### config.mk
export PLATFORM = sky130hd
export DESIGN_NAME = acc_ctrl_seq
export DESIGN_NICKNAME = d
export VERILOG_FILES = /design/src/rtl/acc_ctrl_seq.sv
export SDC_FILE = /design/constraint.sdc
export NUM_CORES = 1
export LEC_CHECK = 0
export ABC_AREA = 0
export CAP_MARGIN = 30
export CORE_MARGIN = 4
export CORE_UTILIZATION = 52
export DETAILED_ROUTE_END_ITERATION = 16
export DONT_BUFFER_PORTS = 1
export PLACE_DENSITY = 0.67
export SLEW_MARGIN = 0
export SYNTH_ARGS = -nofsm -noshare
export SYNTH_HDL_FRONTEND = slang
export SYNTH_SLANG_ARGS = --single-unit
### constraint.sdc
create_clock -name clk -period 2.7 [get_ports clk]
set_clock_uncertainty 0.15 [all_clocks]
set_input_delay 0.81 -clock clk [delete_from_list [all_inputs] [get_ports clk]]
set_output_delay 0.81 -clock clk [all_outputs]
set_load 0.02 [all_outputs]
### src/rtl/acc_ctrl_seq.sv
// Multi-cycle fetch/decode/execute control sequencer for the 8-bit accumulator processor.
// Optional single-step mode (PAUSE state, step input) is enabled by defining ACC_CTRL_SINGLE_STEP_EN.
module acc_ctrl_seq #(
  parameter int DW     = 8,
  parameter int MEM_TO = 15
) (
  input  logic          clk,
  input  logic          clr,
`ifdef ACC_CTRL_SINGLE_STEP_EN
  input  logic          step,
`endif
  input  logic [DW-1:0] mem_data,
  input  logic          mem_rdy,
  input  logic          acc_zero,
  output logic          mem_rd,
  output logic          mem_wr,
  output logic          addr_sel,
  output logic [DW-5:0] op_addr,
  output logic          pc_inc,
  output logic          pc_ld,
  output logic          en_da,
  output logic [2:0]    alu_op,
  output logic          halted,
  output logic          fault
);

  localparam int            CW      = (MEM_TO > 1) ? $clog2(MEM_TO + 1) : 1;
  localparam bit            TO_EN   = (MEM_TO > 0);
  localparam logic [CW-1:0] TO_LAST = CW'((MEM_TO > 0) ? MEM_TO - 1 : 0);

  localparam logic [3:0] OP_LDA = 4'h1;
  localparam logic [3:0] OP_STA = 4'h2;
  localparam logic [3:0] OP_ADD = 4'h3;
  localparam logic [3:0] OP_SUB = 4'h4;
  localparam logic [3:0] OP_AND = 4'h5;
  localparam logic [3:0] OP_JMP = 4'h6;
  localparam logic [3:0] OP_JZ  = 4'h7;
  localparam logic [3:0] OP_CLA = 4'h8;
  localparam logic [3:0] OP_HLT = 4'hF;

  localparam logic [2:0] ALU_PASS = 3'd0;
  localparam logic [2:0] ALU_ADD  = 3'd1;
  localparam logic [2:0] ALU_SUB  = 3'd2;
  localparam logic [2:0] ALU_AND  = 3'd3;
  localparam logic [2:0] ALU_CLR  = 3'd4;

  typedef enum logic [2:0] {
    S_IDLE   = 3'd0,
    S_FETCH  = 3'd1,
    S_DECODE = 3'd2,
    S_RDOP   = 3'd3,
    S_WROP   = 3'd4,
    S_HALT   = 3'd5,
    S_FAULT  = 3'd6
`ifdef ACC_CTRL_SINGLE_STEP_EN
    ,
    S_PAUSE  = 3'd7
`endif
  } state_t;

  // Where an instruction goes once it has finished: straight to the next fetch,
  // or into PAUSE to wait for a step request.
`ifdef ACC_CTRL_SINGLE_STEP_EN
  localparam state_t S_RESUME = S_PAUSE;
`else
  localparam state_t S_RESUME = S_FETCH;
`endif

  state_t        state;
  logic [DW-1:0] ir;
  logic [3:0]    opcode;
  logic [CW-1:0] to_cnt;
  logic          to_expired;

  assign opcode     = ir[DW-1:DW-4];
  assign to_expired = TO_EN && (to_cnt == TO_LAST) && !mem_rdy;

  function automatic logic [2:0] alu_sel(input logic [3:0] op);
    case (op)
      OP_ADD:  alu_sel = ALU_ADD;
      OP_SUB:  alu_sel = ALU_SUB;
      OP_AND:  alu_sel = ALU_AND;
      default: alu_sel = ALU_PASS;
    endcase
  endfunction

  // Counter is zero outside the memory-wait states, so it is clear on every entry.
  always_ff @(posedge clk or posedge clr) begin
    if (clr) begin
      state  <= S_IDLE;
      ir     <= '0;
      to_cnt <= '0;
    end else begin
      to_cnt <= '0;
      case (state)
        S_IDLE: state <= S_FETCH;
        S_FETCH: begin
          if (mem_rdy) begin
            ir    <= mem_data;
            state <= S_DECODE;
          end else if (to_expired) begin
            state <= S_FAULT;
          end else begin
            to_cnt <= to_cnt + CW'(1);
          end
        end
        S_DECODE: begin
          case (opcode)
            OP_LDA, OP_ADD, OP_SUB, OP_AND: state <= S_RDOP;
            OP_STA:                         state <= S_WROP;
            OP_HLT:                         state <= S_HALT;
            default:                        state <= S_RESUME;
          endcase
        end
        S_RDOP, S_WROP: begin
          if (mem_rdy) begin
            state <= S_RESUME;
          end else if (to_expired) begin
            state <= S_FAULT;
          end else begin
            to_cnt <= to_cnt + CW'(1);
          end
        end
        S_HALT:  state <= S_HALT;
        S_FAULT: state <= S_FAULT;
`ifdef ACC_CTRL_SINGLE_STEP_EN
        S_PAUSE: if (step) state <= S_FETCH;
`endif
        default: state <= S_IDLE;
      endcase
    end
  end

  // Outputs decode state directly so clr kills every strobe without waiting for an edge.
  always_comb begin
    mem_rd   = 1'b0;
    mem_wr   = 1'b0;
    addr_sel = 1'b0;
    op_addr  = ir[DW-5:0];
    pc_inc   = 1'b0;
    pc_ld    = 1'b0;
    en_da    = 1'b0;
    alu_op   = ALU_PASS;
    halted   = 1'b0;
    fault    = 1'b0;
    case (state)
      S_FETCH: mem_rd = 1'b1;
      S_DECODE: begin
        case (opcode)
          OP_LDA, OP_ADD, OP_SUB, OP_AND, OP_STA: pc_inc = 1'b1;
          OP_JMP: pc_ld = 1'b1;
          OP_JZ: begin
            pc_ld  = acc_zero;
            pc_inc = !acc_zero;
          end
          OP_CLA: begin
            en_da  = 1'b1;
            alu_op = ALU_CLR;
            pc_inc = 1'b1;
          end
          OP_HLT: ;
          default: pc_inc = 1'b1;
        endcase
      end
      S_RDOP: begin
        mem_rd   = 1'b1;
        addr_sel = 1'b1;
        if (mem_rdy) begin
          en_da  = 1'b1;
          alu_op = alu_sel(opcode);
        end
      end
      S_WROP: begin
        mem_wr   = 1'b1;
        addr_sel = 1'b1;
      end
      S_HALT:  halted = 1'b1;
      S_FAULT: fault  = 1'b1;
      default: ;
    endcase
  end

endmodule

==> results.py <==
metrics = {
    "power": {
        "power.density_mw_per_mm2": 1180,
        "p_sw_mw": 0.527,
        "p_clk_share_pct": 10.6,
        "seqPwrFrac_pct": 39.4,
        "p_int_mw": 0.671,
        "p_leak_nw": 0.449,
        "p_comb_share_pct": 50.0,
        "power_mw": 1.20,
        "ir_worst_vdd_uv": 698,
        "sw_frac_of_total_pct": 44.0,
    },
    "critical_path": {
        "r2r_end": "ir[5]$_DFFE_PP0P_",
        "rrSetupSlack_ps": 920,
        "regToRegStartpoint": "state[0]$_DFF_PP0_",
        "critPathArrivalTime_ps": 1690,
        "cp-start-kind": "flop",
        "crit_end": "en_da",
        "r2r_cells": 3,
        "startpoint": "ir[4]$_DFFE_PP0P_",
        "cp-end-kind": "output port",
        "critical_path_class": "flop to output port",
        "cp.required_ps": 1740,
        "path_max_fanout": 2,
    },
    "sta": {
        "whs_ps": 304,
        "final_hold_viol_count": 0,
        "fin_crit_sh_pct": 98.1,
        "max_freq_mhz": 378,
        "setup_viol": 0,
        "worst_slew_pin_slew_ps": 544,
        "rsz0062_at_grt": "yes",
        "finalSetupTns_ps": 0,
        "relSlewSlack_pct": 63.7,
        "period_needed_ps": 2650,
        "drv_slew": 0,
    },
    "clock_network": {
        "clk_path_buf_depth": 2,
        "cts.sinks": 15,
        "htreeDepth": 1,
        "clk_latency_ps": 280,
        "root_buffer": "clkbuf_4",
        "clk_pin_slew_ps": 90,
        "cts_buffers": 3,
        "cts_hold_buf": 0,
        "cts_tree": "yes",
    },
    "global_route": {
        "grt_max_degree": 16,
        "grtUsageTotal_pct": 14.1,
        "grt_pass1_vias": 625,
        "gr-total-overflow": 0,
        "grt_pass1_wl_um": 2820,
        "antenna_found_initial": 0,
    },
    "floorplan": {
        "die_w_um": 50.2,
        "dieArea_sq_mm": 0.00252,
        "rows": 14,
        "ios": 27,
        "core_sq_mm": 0.00159,
        "start_util_pct": 58.0,
        "die_h_um": 50.2,
    },
    "synthesis": {
        "ys_ff_latch": 15,
        "synth.area.top_cells": "dfrtp_1, mux2_2, buf_4, nor2_1, ha_1",
        "synth_warnings": 0,
        "ys_seq_area_share_pct": 40.6,
        "yosysUniqueCellTypes": 38,
        "yosysTopAreaCell": "dfrtp_1",
        "netlist_instances": 87,
        "syn_avg_cell_area_sq_um": 10.6,
        "async_flop_share_pct": 100,
        "syn_nets": 101,
        "syn-cell-area_sq_um": 925,
        "yosysTopAreaCellShare_pct": 40.6,
        "synth_ff_type": "dfrtp_1",
        "synth-edff-count": 0,
    },
    "drt": {
        "avgRoutedWirePerCell_um": 15.5,
        "antenna_left": 0,
        "drt-vias-per-instance": 5.68,
        "routed_wl_um": 1830,
        "vias": 670,
        "drc": 0,
        "first_pass_iters": 4,
        "drt_iter0_drc": 8,
    },
    "min_path": {
        "hold_class": "primary input to asynchronous set/reset pin",
    },
    "job": {
        "drv_cap": 0,
    },
    "layout": {
        "antennaDiodeCount": 0,
        "final_cells": 118,
        "areaGrowthSynthToFinish_pct": 10.1,
        "drive_gt1_share_pct": 39.4,
        "fin_area_sq_mm": 0.00102,
        "nets": 109,
    },
    "placement": {
        "dp.cells": 108,
        "dpl_cell_area_sq_um": 930,
        "place_congestion": 0.803,
        "hpwl_um": 1300,
        "io_buffers": 0,
    },
    "status": {
        "status": "finished clean",
    },
}
==> cell usage after synthesis (2+ instances only) <==
master	instances
dfrtp_1	15
mux2_2	8
nor2_1	7
buf_4	6
inv_1	6
o21ai_0	3
a21oi_1	2
a31oi_1	2
buf_2	2
buf_6	2
ha_1	2
nand2_1	2
nand2b_1	2
nand3_1	2
nor3b_1	2
xor2_1	2
==> state kept, by name, indices dropped and copies added, names as in the netlist <==
name / count
state: 3
ir: 8
to_cnt: 4
==> cell usage in the layout, fill, tap and decap left out <==
master / n
a21oi_1: 2
clkbuf_4: 3
xor2_1: 2
nor2_1: 7
nor3_4: 2
xnor2_1: 1
o2111ai_1: 1
o311ai_0: 1
and4b_2: 1
dfrtp_1: 11
buf_4: 13
and3_2: 1
a2111oi_2: 1
a31oi_1: 2
nor4b_1: 1
nand2_1: 2
nor2b_1: 1
a222oi_1: 1
and2_1: 1
o21a_1: 1
o211ai_1: 1
mux2i_1: 1
a21o_1: 1
nor3b_2: 1
a221oi_1: 1
mux2_2: 8
nor3b_1: 1
o21ai_0: 3
and3b_1: 1
dfrtp_2: 4
nor4bb_1: 1
or4b_4: 1
inv_1: 6
nand2b_1: 2
clkinv_2: 1
or3_4: 1
ha_1: 2
nor3_1: 1
nand3_1: 2
==> critical path: stages, from the launching register on <==
cell and delay, ps:
dfrtp_1 390, or4b_4 540, o21a_1 210, nor3_4 270
==> metal layers <==
layer	GRT usage [%]	up-vias	share of wire [%]
met5	0	-	0
met4	4.15	0	1.6
met3	5.62	4	9.2
met2	23.0	27	47
met1	17.0	319	42
li1	-	320	-
==> metrics by stage <==
| stage | utilization (%) | worst slack (ps) |
|---|---|---|
| floorplan | - | 70.3 |
| global placement | 58.3 | 279 |
| detailed placement | 58.3 | 251 |
| CTS | 60.5 | -1.10 |
| global route | 63.9 | -4.85 |
| finish | 63.9 | 52.4 |
==> logic make-up (layout without fill, tap and decap cells) <==
kind of cell	count (synthesis)	count (layout)	share of synthesized area, %
xor+xnor	3	3	2.84
buf+inv	16	23	10.8
mux	9	9	10.8
fa+ha+maj	2	2	2.71
compound gates	15	15	12.0
flops	15	15	40.6
simple gates	27	27	20.2
==> layout make-up <==
class                           instances  area, sq um
Fill cell                             135          576
Multi-Input combinational cell         56          460
Sequential cell                        15          380
Timing Repair Buffer                   13         97.6
Tap cell                               24         30.0
Clock buffer                            3         22.5
Inverter                                6         22.5
Clock inverter                          1         5.00
==> power by group through the flow <==
stage	clock, mW	sequential [mW]	combinational [mW]
after floorplan	0	0.368	0.580
after global placement	0	0.479	0.482
after detailed placement	0	0.485	0.497
after CTS	0.131	0.483	0.505
after global routing	0.137	0.490	0.652
final	0.127	0.472	0.599
==> timing repair <==
| item | 4_1_cts | 5_1_grt |
|---|---|---|
| setup endpoints to repair | 2 | 4 |
| gates cloned | 0 | 0 |
| buffers inserted | 0 | 6 |
| resized for setup | 2 | 4 |
| pin swaps | 0 | 2 |
==> worst min path at each step <==
stage | end | slack, ps | depth (start not counted)
5_1_grt | ir[6]$_DFFE_PP0P_ | 340 | 1
3_3_place_gp | to_cnt[0]$_DFF_PP0_ | 330 | 1
2_1_floorplan | to_cnt[0]$_DFF_PP0_ | 300 | 1
6_report | to_cnt[2]$_DFF_PP0_ | 300 | 1
3_5_place_dp | to_cnt[0]$_DFF_PP0_ | 340 | 1
4_1_cts | ir[3]$_DFFE_PP0P_ | 330 | 1
Note: power is estimated with default switching activity, not from simulation.
